<file path="src/rtl/booth_multiplier_n.sv">
// Purpose : sequential radix-2 Booth multiplier, signed or unsigned WIDTH x WIDTH -> 2*WIDTH.
// Latency : start accepted at edge E0 -> finish pulses in the cycle after edge E0+WIDTH+1.
// Backpressure: none; start is ignored while busy or finishing, interrupt aborts a running op.
//
// Ports:
//   clk, reset_n           : clock and synchronous active-low reset
//   start, interrupt       : operation request / abort request, sampled every edge
//   signed_mode            : 1 = two's-complement operands, 0 = unsigned
//   operand_a, operand_b   : multiplicand / multiplier, captured on an accepted start
//   result, result_hi      : low / high halves of the product, held until the next start
//   busy, finish, overflow : running flag, one-cycle done pulse, product exceeds WIDTH bits
module booth_multiplier_n #(
  parameter int WIDTH = 32
) (
  input  logic             clk,
  input  logic             reset_n,
  input  logic             start,
  input  logic             interrupt,
  input  logic             signed_mode,
  input  logic [WIDTH-1:0] operand_a,
  input  logic [WIDTH-1:0] operand_b,
  output logic [WIDTH-1:0] result,
  output logic [WIDTH-1:0] result_hi,
  output logic             busy,
  output logic             finish,
  output logic             overflow
);

  localparam int CW = $clog2(WIDTH + 2);

  localparam logic [1:0] S_IDLE = 2'd0;
  localparam logic [1:0] S_RUN  = 2'd1;
  localparam logic [1:0] S_DONE = 2'd2;

  logic [1:0]       state;
  logic [CW-1:0]    cnt;
  logic             mode_q;
  // Multiplicand is kept at WIDTH+2 bits so that negating the most negative
  // (WIDTH+1)-bit value cannot overflow the accumulator.
  logic [WIDTH+1:0] mcand;
  logic [WIDTH+1:0] acc;
  logic [WIDTH:0]   mplr;
  logic             q_m1;

  logic [WIDTH+1:0] sum;
  logic [WIDTH+1:0] acc_nxt;
  logic [WIDTH:0]   mplr_nxt;
  logic [WIDTH-1:0] prod_lo;
  logic [WIDTH-1:0] prod_hi;
  logic             ovf_nxt;
  logic             ext_a;
  logic             ext_b;

  assign ext_a = signed_mode & operand_a[WIDTH-1];
  assign ext_b = signed_mode & operand_b[WIDTH-1];

  // One Booth step: add/subtract per {q0, q-1}, then arithmetic shift of {acc, mplr}.
  always_comb begin
    sum = acc;
    case ({mplr[0], q_m1})
      2'b01:   sum = acc + mcand;
      2'b10:   sum = acc - mcand;
      default: sum = acc;
    endcase
    acc_nxt  = {sum[WIDTH+1], sum[WIDTH+1:1]};
    mplr_nxt = {sum[0], mplr[WIDTH:1]};
    // After the last step the exact product occupies the low 2*WIDTH bits of {acc, mplr}.
    prod_lo  = mplr_nxt[WIDTH-1:0];
    prod_hi  = {acc_nxt[WIDTH-2:0], mplr_nxt[WIDTH]};
    ovf_nxt  = mode_q ? (prod_hi != {WIDTH{prod_lo[WIDTH-1]}}) : (prod_hi != '0);
  end

  always_ff @(posedge clk) begin
    if (!reset_n) begin
      state     <= S_IDLE;
      cnt       <= '0;
      mode_q    <= 1'b0;
      mcand     <= '0;
      acc       <= '0;
      mplr      <= '0;
      q_m1      <= 1'b0;
      result    <= '0;
      result_hi <= '0;
      overflow  <= 1'b0;
    end else begin
      case (state)
        S_IDLE: begin
          if (start && !interrupt) begin
            mode_q <= signed_mode;
            mcand  <= {ext_a, ext_a, operand_a};
            mplr   <= {ext_b, operand_b};
            acc    <= '0;
            q_m1   <= 1'b0;
            cnt    <= CW'(WIDTH + 1);
            state  <= S_RUN;
          end
        end
        S_RUN: begin
          if (interrupt) begin
            state     <= S_IDLE;
            cnt       <= '0;
            result    <= '0;
            result_hi <= '0;
            overflow  <= 1'b0;
          end else begin
            acc  <= acc_nxt;
            mplr <= mplr_nxt;
            q_m1 <= mplr[0];
            cnt  <= cnt - 1'b1;
            if (cnt == CW'(1)) begin
              state     <= S_DONE;
              result    <= prod_lo;
              result_hi <= prod_hi;
              overflow  <= ovf_nxt;
            end
          end
        end
        S_DONE:  state <= S_IDLE;
        default: state <= S_IDLE;
      endcase
    end
  end

  assign busy   = (state == S_RUN);
  assign finish = (state == S_DONE);

endmodule

</file>
<file path="config.mk">
export PLATFORM = sky130hd
export DESIGN_NAME = booth_multiplier_n
export DESIGN_NICKNAME = d
export VERILOG_FILES = /design/src/rtl/booth_multiplier_n.sv
export SDC_FILE = /design/constraint.sdc
export NUM_CORES = 1
export LEC_CHECK = 0
export BUFFER_PORTS_ARGS = -buffer_cell sky130_fd_sc_hd__buf_2
export CAP_MARGIN = 15
export CORE_ASPECT_RATIO = 0.5
export CORE_MARGIN = 5
export CORE_UTILIZATION = 35
export DETAILED_ROUTE_END_ITERATION = 7
export GPL_ROUTABILITY_DRIVEN = 0
export PLACE_DENSITY = 0.65
export SETUP_SLACK_MARGIN = 0.15
export SYNTH_ARGS = -nofsm -noshare
export SYNTH_HDL_FRONTEND = slang
export SYNTH_SLANG_ARGS = --single-unit
</file>
<file path="constraint.sdc">
create_clock -name clk -period 4.58 [get_ports clk]
set_input_delay 0.916 -clock clk [delete_from_list [all_inputs] [get_ports clk]]
set_output_delay 0.916 -clock clk [all_outputs]
set_load 0.01 [all_outputs]
</file>
==> impl_metrics.csv, run 1 <==
group,metric,value,unit
status,status,"finished with violations",
status,violations_in_the_final_reports,"setup timing",
power_and_ir_drop,netSwitchingPower,1.39,mW
floorplanning,dieArea,31100,um2
floorplanning,chipWidth,245,um
synthesis,post_synth_inst_count,1229,
power_and_ir_drop,power.share.switching,33.7,%
setup_path,critical_path_at,5.06,ns
finish,diodes,0,
setup_path,critical-path-slowest-cell,"sky130_fd_sc_hd__or4_4",
global_route,overflow,0,
power_and_ir_drop,seq_power_share,38.8,%
cts,clock_insertion_delay_worst_skew,0.46,ns
place,port_buffers,135,
synthesis,ys_async_sr_fraction,0,%
drt,routed_via_density,5.53,
timing,max_freq,212,MHz
setup_path,path_class,"flip-flop to flip-flop",
synthesis,syn_avg_cell_area,7.83,um2
floorplanning,boundary_pin_count,136,
synthesis,synth_most_common_cell,"sky130_fd_sc_hd__nand2_1",
setup_path,cp_slowest_stage_delay,0.56,ns
timing,report.final.setup_viol,1,
synthesis,synth_area,9630,um2
timing,drv_slew,0,
timing,slew_headroom,24.3,%
synthesis,synthDominantAreaCellType,"sky130_fd_sc_hd__dfxtp_1",
cts,cts-htree-levels,4,
synthesis,ys_seq_elements,174,
timing,layout_min_cycle_time,4.72,ns
cts,worst_setup_hold_path_clk_slew,0.07,ns
synthesis,post_synth_top_cells,"sky130_fd_sc_hd__nand2_1 (212), sky130_fd_sc_hd__dfxtp_1 (174), sky130_fd_sc_hd__nor2_1 (145), sky130_fd_sc_hd__a21oi_1 (100), sky130_fd_sc_hd__clkbuf_1 (57)",
floorplanning,floorplan.initialDensity,36.0,%
timing,holdWs,0.463,ns
drt,detailedRoute.firstIterationViolations,743,
drt,drt-total-wl,30400,um
synthesis,synthesis.nets,1336,
timing,rsz0062_at_grt,"yes",
timing,clock_skew,0.00809,ns
drt,drc,0,
synthesis,yosys_most_used_dff,"sky130_fd_sc_hd__dfxtp_1",
place,postPlaceCellArea,11200,um2
finish,final_instance_area,12000,um2
timing,period_share,103,%
cts,cts_root_buf,"sky130_fd_sc_hd__clkbuf_16",
power_and_ir_drop,power.static_leakage,4.99,nW
hold_path,min_path_type,"flip-flop to flip-flop",
setup_path,worstPathCellList,"or4_4 -> or3_4 -> nor3_4 -> and2_4 -> and3b_2 -> a21oi_1 -> xnor2_1 -> ha_2 -> a2111oi_4 -> o21ai_2 -> o21a_1 -> a31o_1 -> or4_4 -> nand2_4 -> nand4b_1 -> or4_4 -> a2111oi_2 -> nor2_1",
power_and_ir_drop,power_frac_clock,34.3,%
synthesis,synth_enable_flop_cells,0,
power_and_ir_drop,ir_worst_vdd,252,uV
global_route,grt_pass1_vias,9336,
cts,cts_buffer_depth,2,
global_route,grt_max_degree,65,
cts,cts_tree,"done",
finish,final_net_count,1508,
synthesis,yosysSeqAreaShare,36.2,%
setup_path,cpMostUsedCell,"sky130_fd_sc_hd__or4_4",
timing,fin_tns_setup,-0.139,ns
floorplanning,floorplan.core_area,26700,um2
power_and_ir_drop,power.density,344,nW/um2
global_route,gr-usage-all-layers,19.0,%
synthesis,synth_top_cell_area_share,36.2,%
finish,drive_above_1_share,23.3,%
timing,finalHoldViolations,0,
setup_path,crit_required,4.92,ns
flow_run,maxCapViolCount,0,
drt,wire_per_inst,17.2,um
cts,cts_hold_repair.buffers,0,
timing,max_slew.worst_pin.slew,1.14,ns
drt,antenna_violating_nets_post_route,0,
finish,final.fill_count,2594,
drt,route.vias.total,9761,
setup_path,worstSetupEndpointType,"flip-flop",
global_route,grt_antenna_before_repair,0,
floorplanning,rows,42,
floorplanning,die_y,127,um
power_and_ir_drop,combPwrFrac,26.9,%
cts,clock_sink_count,174,
setup_path,maximum_fanout_along_the_worst_path,4,
synthesis,netlist-cell-type-count,78,
finish,area_growth,24.9,%
drt,dr.pass1.iters,6,
timing,setup_slack,-0.139,ns
setup_path,worstSetupStartpointType,"flip-flop",
place,place_hpwl,22300,um
global_route,grt_pass1_wl,48400,um
synthesis,synth.top_cells.by_area,"sky130_fd_sc_hd__dfxtp_1 (36%), sky130_fd_sc_hd__nand2_1 (8.3%), sky130_fd_sc_hd__nor2_1 (5.7%)",
synthesis,synth.yosys.warnings,0,
cts,tritoncts.num_buffers,17,
power_and_ir_drop,internal_power,2.74,mW
## per-stage QoR
step / power [mW] / setup WS [ns] / cells / utilization, %
global placement: 2.66 / -0.177 / 1728 / 41.8
finish: 4.14 / -0.139 / 1766 / 44.9
floorplan: 2.33 / 0.0183 / 1229 / -
global route: 4.35 / -0.282 / 1766 / 44.9
CTS: 4.11 / -0.0864 / 1760 / 44.2
detailed placement: 2.68 / -0.245 / 1728 / 41.8
## cell type report
| cell class | instances | area (um2) | area share, % |
|---|---|---|---|
| clock buffers | 17 | 425 | 3.54 |
| clock inverters | 15 | 158 | 1.31 |
| inverters | 31 | 116 | 0.968 |
| multi-input cells | 945 | 5980 | 49.8 |
| flip-flops and latches | 174 | 3480 | 29.0 |
| well taps | 352 | 440 | 3.66 |
| repair buffers | 232 | 1410 | 11.7 |
## placed cells by master (no fill, tap or decap), types with 17 or more instances in the layout
cell	instances
sky130_fd_sc_hd__a22oi_1	23
sky130_fd_sc_hd__buf_2	135
sky130_fd_sc_hd__inv_1	27
sky130_fd_sc_hd__nor3_1	23
sky130_fd_sc_hd__o21ai_0	40
sky130_fd_sc_hd__a22o_1	56
sky130_fd_sc_hd__buf_4	95
sky130_fd_sc_hd__ha_1	34
sky130_fd_sc_hd__nor2_1	141
sky130_fd_sc_hd__clkbuf_16	17
sky130_fd_sc_hd__a311oi_1	37
sky130_fd_sc_hd__nand2_1	207
sky130_fd_sc_hd__xnor2_1	40
sky130_fd_sc_hd__a21oi_1	92
sky130_fd_sc_hd__dfxtp_1	173
## per-layer routing
layer,share of wire (%),global-route usage [%],vias up
met5,0,0,-
met2,47,32.0,297
met4,3.3,6.86,0
met1,44,24.4,4610
met3,5.4,4.13,73
li1,-,-,4781
## worst max-delay path, delay by kind of cell, from the launching register on
kind / cells / cell delay, ns
AND/OR/NAND/NOR: 10 / 2.70
AO/OA/AOI/OAI: 6 / 1.21
flip-flops: 1 / 0.32
adder cells (fa/ha/maj): 1 / 0.22
XOR/XNOR: 1 / 0.17
## power groups by stage
stage | clock network [mW] | logic [mW] | registers, mW
after global routing | 1.52 | 1.22 | 1.61
after detailed placement | 0 | 1.04 | 1.64
after CTS | 1.44 | 1.06 | 1.60
after floorplan | 0 | 0.699 | 1.63
after global placement | 0 | 1.02 | 1.64
final | 1.42 | 1.11 | 1.61
## sequential cells by signal (all words and copies together) (netlist names)
| name | cells |
|---|---|
| acc | 33 |
| cnt | 6 |
| mcand | 33 |
| mode_q | 1 |
| mplr | 33 |
| overflow | 1 |
| q_m1 | 1 |
| result | 32 |
| result_hi | 32 |
| state | 2 |
## final timing paths
| path | startpoint | depth (start not counted) | slack (ns) | to |
|---|---|---|---|---|
| setup / recovery | mcand[8] | 18 | -0.14 | overflow |
| hold / removal | result_hi[26] | 2 | 0.46 | result_hi[26] |
| setup reg to reg | mcand[8] | 18 | -0.14 | overflow |
| hold reg to reg | result_hi[26] | 2 | 0.46 | result_hi[26] |
## logic make-up (layout without fill, tap and decap cells)
family	Yosys count	count (layout)	share of synthesized area [%]
DFF	174	174	36.2
AOI/OAI and AO/OA	365	365	26.8
buffers and inverters	110	295	4.48
muxes	10	10	1.05
and+or+nand+nor	489	489	22.6
xor gates and xnor gates	43	43	3.91
adders and majority gates	38	38	5.02
## what timing repair did
action	4_1_cts	5_1_grt
buffers inserted	0	6
resized for setup	13	36
endpoints found under the setup margin	8	12
pin swaps	1	17
Power figures use the tool's default switching activity.
==> run 2, diff against run 1 <==
Settings changed: CTS_CLUSTER_DIAMETER set to 50, PLACE_DENSITY 0.65 to unset.
==> impl_metrics.csv, run 2 (same netlist as run 1, synthesis figures left out) <==
group,metric,value,unit
status,status,"finished with violations",
status,violations_in_the_final_reports,"setup timing",
setup_path,cp_slowest_stage_delay,0.54,ns
setup_path,crit_required,4.91,ns
place,place_hpwl,22600,um
power_and_ir_drop,power_frac_clock,35.9,%
finish,final_net_count,1519,
hold_path,min_path_type,"flip-flop to flip-flop",
drt,route.vias.total,9923,
timing,setup_slack,-0.110,ns
floorplanning,die_y,127,um
setup_path,critical_path_at,5.02,ns
timing,layout_min_cycle_time,4.69,ns
timing,clock_skew,0.0172,ns
floorplanning,floorplan.core_area,26700,um2
timing,period_share,102,%
place,port_buffers,135,
global_route,grt_antenna_before_repair,0,
place,postPlaceCellArea,11300,um2
setup_path,worstSetupStartpointType,"flip-flop",
finish,drive_above_1_share,23.4,%
cts,clock_sink_count,174,
timing,drv_slew,0,
global_route,overflow,0,
flow_run,maxCapViolCount,0,
drt,dr.pass1.iters,5,
drt,drc,0,
finish,final_instance_area,12100,um2
timing,fin_tns_setup,-0.110,ns
timing,rsz0062_at_grt,"yes",
finish,final_cells,1777,
cts,cts_buffer_depth,2,
drt,wire_per_inst,17.5,um
finish,final_cell_mix,"sky130_fd_sc_hd__nand2_1 (206), sky130_fd_sc_hd__dfxtp_1 (174), sky130_fd_sc_hd__nor2_1 (140)",
floorplanning,rows,42,
setup_path,path_class,"flip-flop to flip-flop",
cts,tritoncts.num_buffers,17,
power_and_ir_drop,seq_power_share,37.6,%
finish,layout.cells.most_common,"sky130_fd_sc_hd__nand2_1",
global_route,grt_max_degree,106,
cts,cts-htree-levels,4,
global_route,grt_pass1_wl,49400,um
timing,max_slew.worst_pin.slew,1.16,ns
drt,routed_via_density,5.58,
timing,max_freq,213,MHz
finish,final.fill_count,2632,
setup_path,critical-path-slowest-cell,"sky130_fd_sc_hd__or4_4",
timing,report.final.setup_viol,1,
power_and_ir_drop,internal_power,2.88,mW
finish,registers_with_the_most_flip_flops,"acc (33), mcand (33), mplr (33)",
cts,cts_tree,"done",
timing,finalHoldViolations,0,
finish,diodes,0,
power_and_ir_drop,power.share.switching,32.6,%
drt,drt-total-wl,31200,um
global_route,grt_pass1_vias,9496,
floorplanning,boundary_pin_count,136,
drt,detailedRoute.firstIterationViolations,635,
finish,fin_util,45.3,%
cts,worst_setup_hold_path_clk_slew,0.07,ns
setup_path,maximum_fanout_along_the_worst_path,4,
power_and_ir_drop,netSwitchingPower,1.40,mW
setup_path,cpMostUsedCell,"sky130_fd_sc_hd__or4_4",
power_and_ir_drop,combPwrFrac,26.6,%
timing,slew_headroom,22.5,%
power_and_ir_drop,total_power,4.28,mW
drt,antenna_violating_nets_post_route,0,
place,post-place-cells,1739,
floorplanning,chipWidth,245,um
floorplanning,dieArea,31100,um2
cts,cts_root_buf,"sky130_fd_sc_hd__clkbuf_16",
cts,clock_insertion_delay_worst_skew,0.46,ns
power_and_ir_drop,power.static_leakage,5.05,nW
finish,area_growth,25.8,%
global_route,gr-usage-all-layers,19.4,%
floorplanning,floorplan.initialDensity,36.0,%
power_and_ir_drop,power.density,353,nW/um2
power_and_ir_drop,ir_worst_vdd,218,uV
setup_path,worstSetupEndpointType,"flip-flop",
setup_path,worstPathCellList,"or4_4 -> or3_4 -> nor3_4 -> and2_4 -> and3b_2 -> a21oi_1 -> xnor2_1 -> ha_1 -> a2111oi_4 -> o21ai_2 -> o21a_1 -> a31o_1 -> or4_4 -> nand2_2 -> nand4b_1 -> or4_4 -> a2111oi_4 -> nor2_1",
==> run 2: repair_timing <==
action,in CTS,in global routing
setup endpoints to repair,7,10
setup buffers,1,5
gates resized for setup,17,24
pin swaps,5,17
hold buffers,0,0
==> run 2: worst paths after layout <==
| path | from | to | slack, ns | cells past startpoint |
|---|---|---|---|---|
| hold / removal | result_hi[26] | result_hi[26] | 0.46 | 2 |
| setup reg to reg | mcand[8] | overflow | -0.11 | 18 |
| setup / recovery | mcand[8] | overflow | -0.11 | 18 |
| hold reg to reg | result_hi[26] | result_hi[26] | 0.46 | 2 |
==> run 2: area by class of cell <==
type / count / area [um2] / area share, %
Clock buffer: 19 / 443 / 3.66
Sequential cell: 174 / 3480 / 28.8
Inverter: 31 / 118 / 0.971
Timing Repair Buffer: 243 / 1510 / 12.4
Clock inverter: 13 / 173 / 1.43
Tap cell: 352 / 440 / 3.64
Multi-Input combinational cell: 945 / 5940 / 49.1
==> run 2: critical path: cells and delay by family (launching register included) <==
family / cells / cell delay, ns
AO/OA/AOI/OAI: 6 / 1.14
XOR/XNOR: 1 / 0.16
adder cells (fa/ha/maj): 1 / 0.27
flip-flops: 1 / 0.31
AND/OR/NAND/NOR: 10 / 2.69
==> run 2: routing by layer <==
layer | part of all wire [%] | wire, um | vias up | track usage (%)
li1 | - | - | 4798 | -
met2 | 48 | 14800 | 269 | 32.5
met1 | 44 | 13800 | 4796 | 25.1
met5 | 0 | 0 | - | 0
met3 | 5.4 | 1680 | 60 | 4.24
met4 | 2.8 | 863 | 0 | 6.69
==> run 2: through the flow <==
step                hold WS, ns  setup WS [ns]
finish                    0.460         -0.110
global route              0.501         -0.316
CTS                       0.463         -0.106
detailed placement        0.448         -0.251
global placement          0.441         -0.168
floorplan                 0.432         0.0183
==> run 2: power groups by stage <==
stage / clock (mW) / combinational (mW) / sequential, mW
floorplan: 0 / 0.699 / 1.63
global placement: 0 / 1.05 / 1.64
detailed placement: 0 / 1.07 / 1.64
CTS: 1.56 / 1.09 / 1.61
global route: 1.62 / 1.24 / 1.61
finish: 1.53 / 1.14 / 1.61
==> run 3, diff against run 2 <==
Clock period 4.58 ns to 3.8 ns, I/O delays scaled along.
==> impl_metrics.csv, run 3 (same netlist as run 1, synthesis figures left out) <==
group,metric,value,unit
status,status,"finished with violations",
power_and_ir_drop,total_power,5.34,mW
timing,finalHoldViolations,0,
setup_path,critical_path_at,5.15,ns
floorplanning,dieArea,31100,um2
setup_path,worstSetupStartpointType,"flip-flop",
power_and_ir_drop,power.static_leakage,5.76,nW
global_route,grt_pass1_wl,52600,um
finish,drive_above_1_share,33.5,%
timing,clock_skew,0.0154,ns
drt,antenna_violating_nets_post_route,0,
cts,tritoncts.num_buffers,17,
timing,drv_slew,0,
setup_path,maximum_fanout_along_the_worst_path,4,
cts,clock_insertion_delay_worst_skew,0.46,ns
status,violations_in_the_final_reports,"setup timing",
setup_path,path_class,"flip-flop to flip-flop",
timing,layout_min_cycle_time,4.82,ns
drt,dr.pass1.iters,5,
drt,route.vias.total,10400,
floorplanning,die_y,127,um
finish,diodes,0,
global_route,grt_max_degree,73,
flow_run,maxCapViolCount,0,
finish,registers_with_the_most_flip_flops,"acc (33), mcand (33), mplr (33)",
drt,drt-total-wl,32900,um
power_and_ir_drop,power.density,397,nW/um2
floorplanning,rows,42,
finish,final_cells,1903,
floorplanning,boundary_pin_count,136,
cts,cts_root_buf,"sky130_fd_sc_hd__clkbuf_16",
timing,fin_tns_setup,-10.75,ns
cts,cts_tree,"done",
power_and_ir_drop,ir_worst_vdd,253,uV
setup_path,crit_required,4.13,ns
timing,rsz0062_at_grt,"yes",
finish,final_cell_mix,"sky130_fd_sc_hd__buf_4 (217), sky130_fd_sc_hd__nand2_1 (203), sky130_fd_sc_hd__dfxtp_1 (173)",
cts,worst_setup_hold_path_clk_slew,0.07,ns
floorplanning,floorplan.initialDensity,36.0,%
drt,drc,0,
hold_path,min_path_type,"flip-flop to flip-flop",
floorplanning,floorplan.core_area,26700,um2
timing,period_share,127,%
finish,final.fill_count,2503,
setup_path,worstSetupEndpointType,"flip-flop",
cts,clock_sink_count,174,
place,post-place-cells,1836,
global_route,grt_antenna_before_repair,0,
timing,setup_slack,-1.02,ns
global_route,grt_pass1_vias,10400,
global_route,gr-usage-all-layers,20.6,%
place,port_buffers,135,
cts,cts-htree-levels,4,
timing,max_freq,208,MHz
drt,wire_per_inst,17.3,um
floorplanning,chipWidth,245,um
timing,max_slew.worst_pin.slew,0.822,ns
timing,report.final.setup_viol,27,
cts,cts_buffer_depth,2,
drt,routed_via_density,5.46,
place,place_hpwl,23700,um
timing,slew_headroom,45.2,%
drt,detailedRoute.firstIterationViolations,846,
finish,area_growth,39.9,%
global_route,overflow,0,
finish,final_net_count,1645,
place,dp_worst_setup_slack,-1.03,ns
finish,layout.cells.most_common,"sky130_fd_sc_hd__buf_4",
-- run 3: changes by cell type in the layout (fill, tap and decap cells not counted), sizes merged --
| cell | delta |
|---|---|
| clkinvlp | -1 |
| clkbuf | -1 |
| bufinv | -2 |
| buf | +126 |
| inv | +2 |
| clkinv | +2 |
-- run 3: through the flow --
step | cell area [um2] | utilization (%) | hold slack [ns]
after floorplan | 9770 | - | 0.432
after global placement | 12100 | 45.2 | 0.438
after detailed placement | 12100 | 45.2 | 0.442
after CTS | 13000 | 48.6 | 0.458
after global routing | 13500 | 50.3 | 0.474
final | 13500 | 50.3 | 0.450
-- run 3: timing repair --
action | in CTS | in global routing
gates resized for setup | 59 | 66
hold buffers | 0 | 0
pin swaps | 26 | 31
endpoints found under the setup margin | 35 | 37
setup buffers | 17 | 18
-- run 3: cell type report --
class | instances | area, um2 | area share, %
inverter | 31 | 118 | 0.873
multi-input combinational | 945 | 6340 | 47.1
clock inverter | 14 | 144 | 1.07
timing repair buffer | 369 | 2500 | 18.6
clock buffer | 18 | 429 | 3.19
tap | 352 | 440 | 3.27
sequential | 174 | 3480 | 25.9
-- run 3: final timing paths --
check	cells after the start	slack, ns	to	from
worst min-delay path	2	0.45	result_hi[26]	result_hi[26]
worst max-delay path	21	-1.02	overflow	mcand[8]
worst min register to register	2	0.45	result_hi[26]	result_hi[26]
worst max register to register	21	-1.02	overflow	mcand[8]
-- run 3: where the power goes --
part	total, mW	switching [mW]	internal, mW	leakage [nW]
Combinational	1.67	0.892	0.783	4.07
Sequential	1.93	0.0475	1.88	1.41
Clock	1.74	0.867	0.875	0.283
-- run 3: per-layer routing --
layer | GRT usage (%) | wire length (um)
met1 | 25.6 | 14000
met2 | 35.2 | 15800
met3 | 4.30 | 1720
met4 | 8.73 | 1270
met5 | 0 | 0
-- run 3: critical path: stages, from the launching register on --
cell and delay (ns):
sky130_fd_sc_hd__dfxtp_2 0.32, sky130_fd_sc_hd__or4_4 0.53, sky130_fd_sc_hd__or3_4 0.42, sky130_fd_sc_hd__nor3_4 0.14, sky130_fd_sc_hd__and2_4 0.18, sky130_fd_sc_hd__and3b_2 0.25
sky130_fd_sc_hd__buf_4 0.13, sky130_fd_sc_hd__a21oi_2 0.06, sky130_fd_sc_hd__xnor2_2 0.14, sky130_fd_sc_hd__ha_4 0.17, sky130_fd_sc_hd__buf_4 0.14, sky130_fd_sc_hd__o21ai_1 0.13
sky130_fd_sc_hd__a21oi_1 0.09, sky130_fd_sc_hd__a221oi_2 0.33, sky130_fd_sc_hd__nor2_2 0.12, sky130_fd_sc_hd__buf_4 0.16, sky130_fd_sc_hd__o21a_1 0.19, sky130_fd_sc_hd__nor3_2 0.24
sky130_fd_sc_hd__nand2_1 0.09, sky130_fd_sc_hd__or4_1 0.55, sky130_fd_sc_hd__a2111oi_2 0.22, sky130_fd_sc_hd__nor2_1 0.08
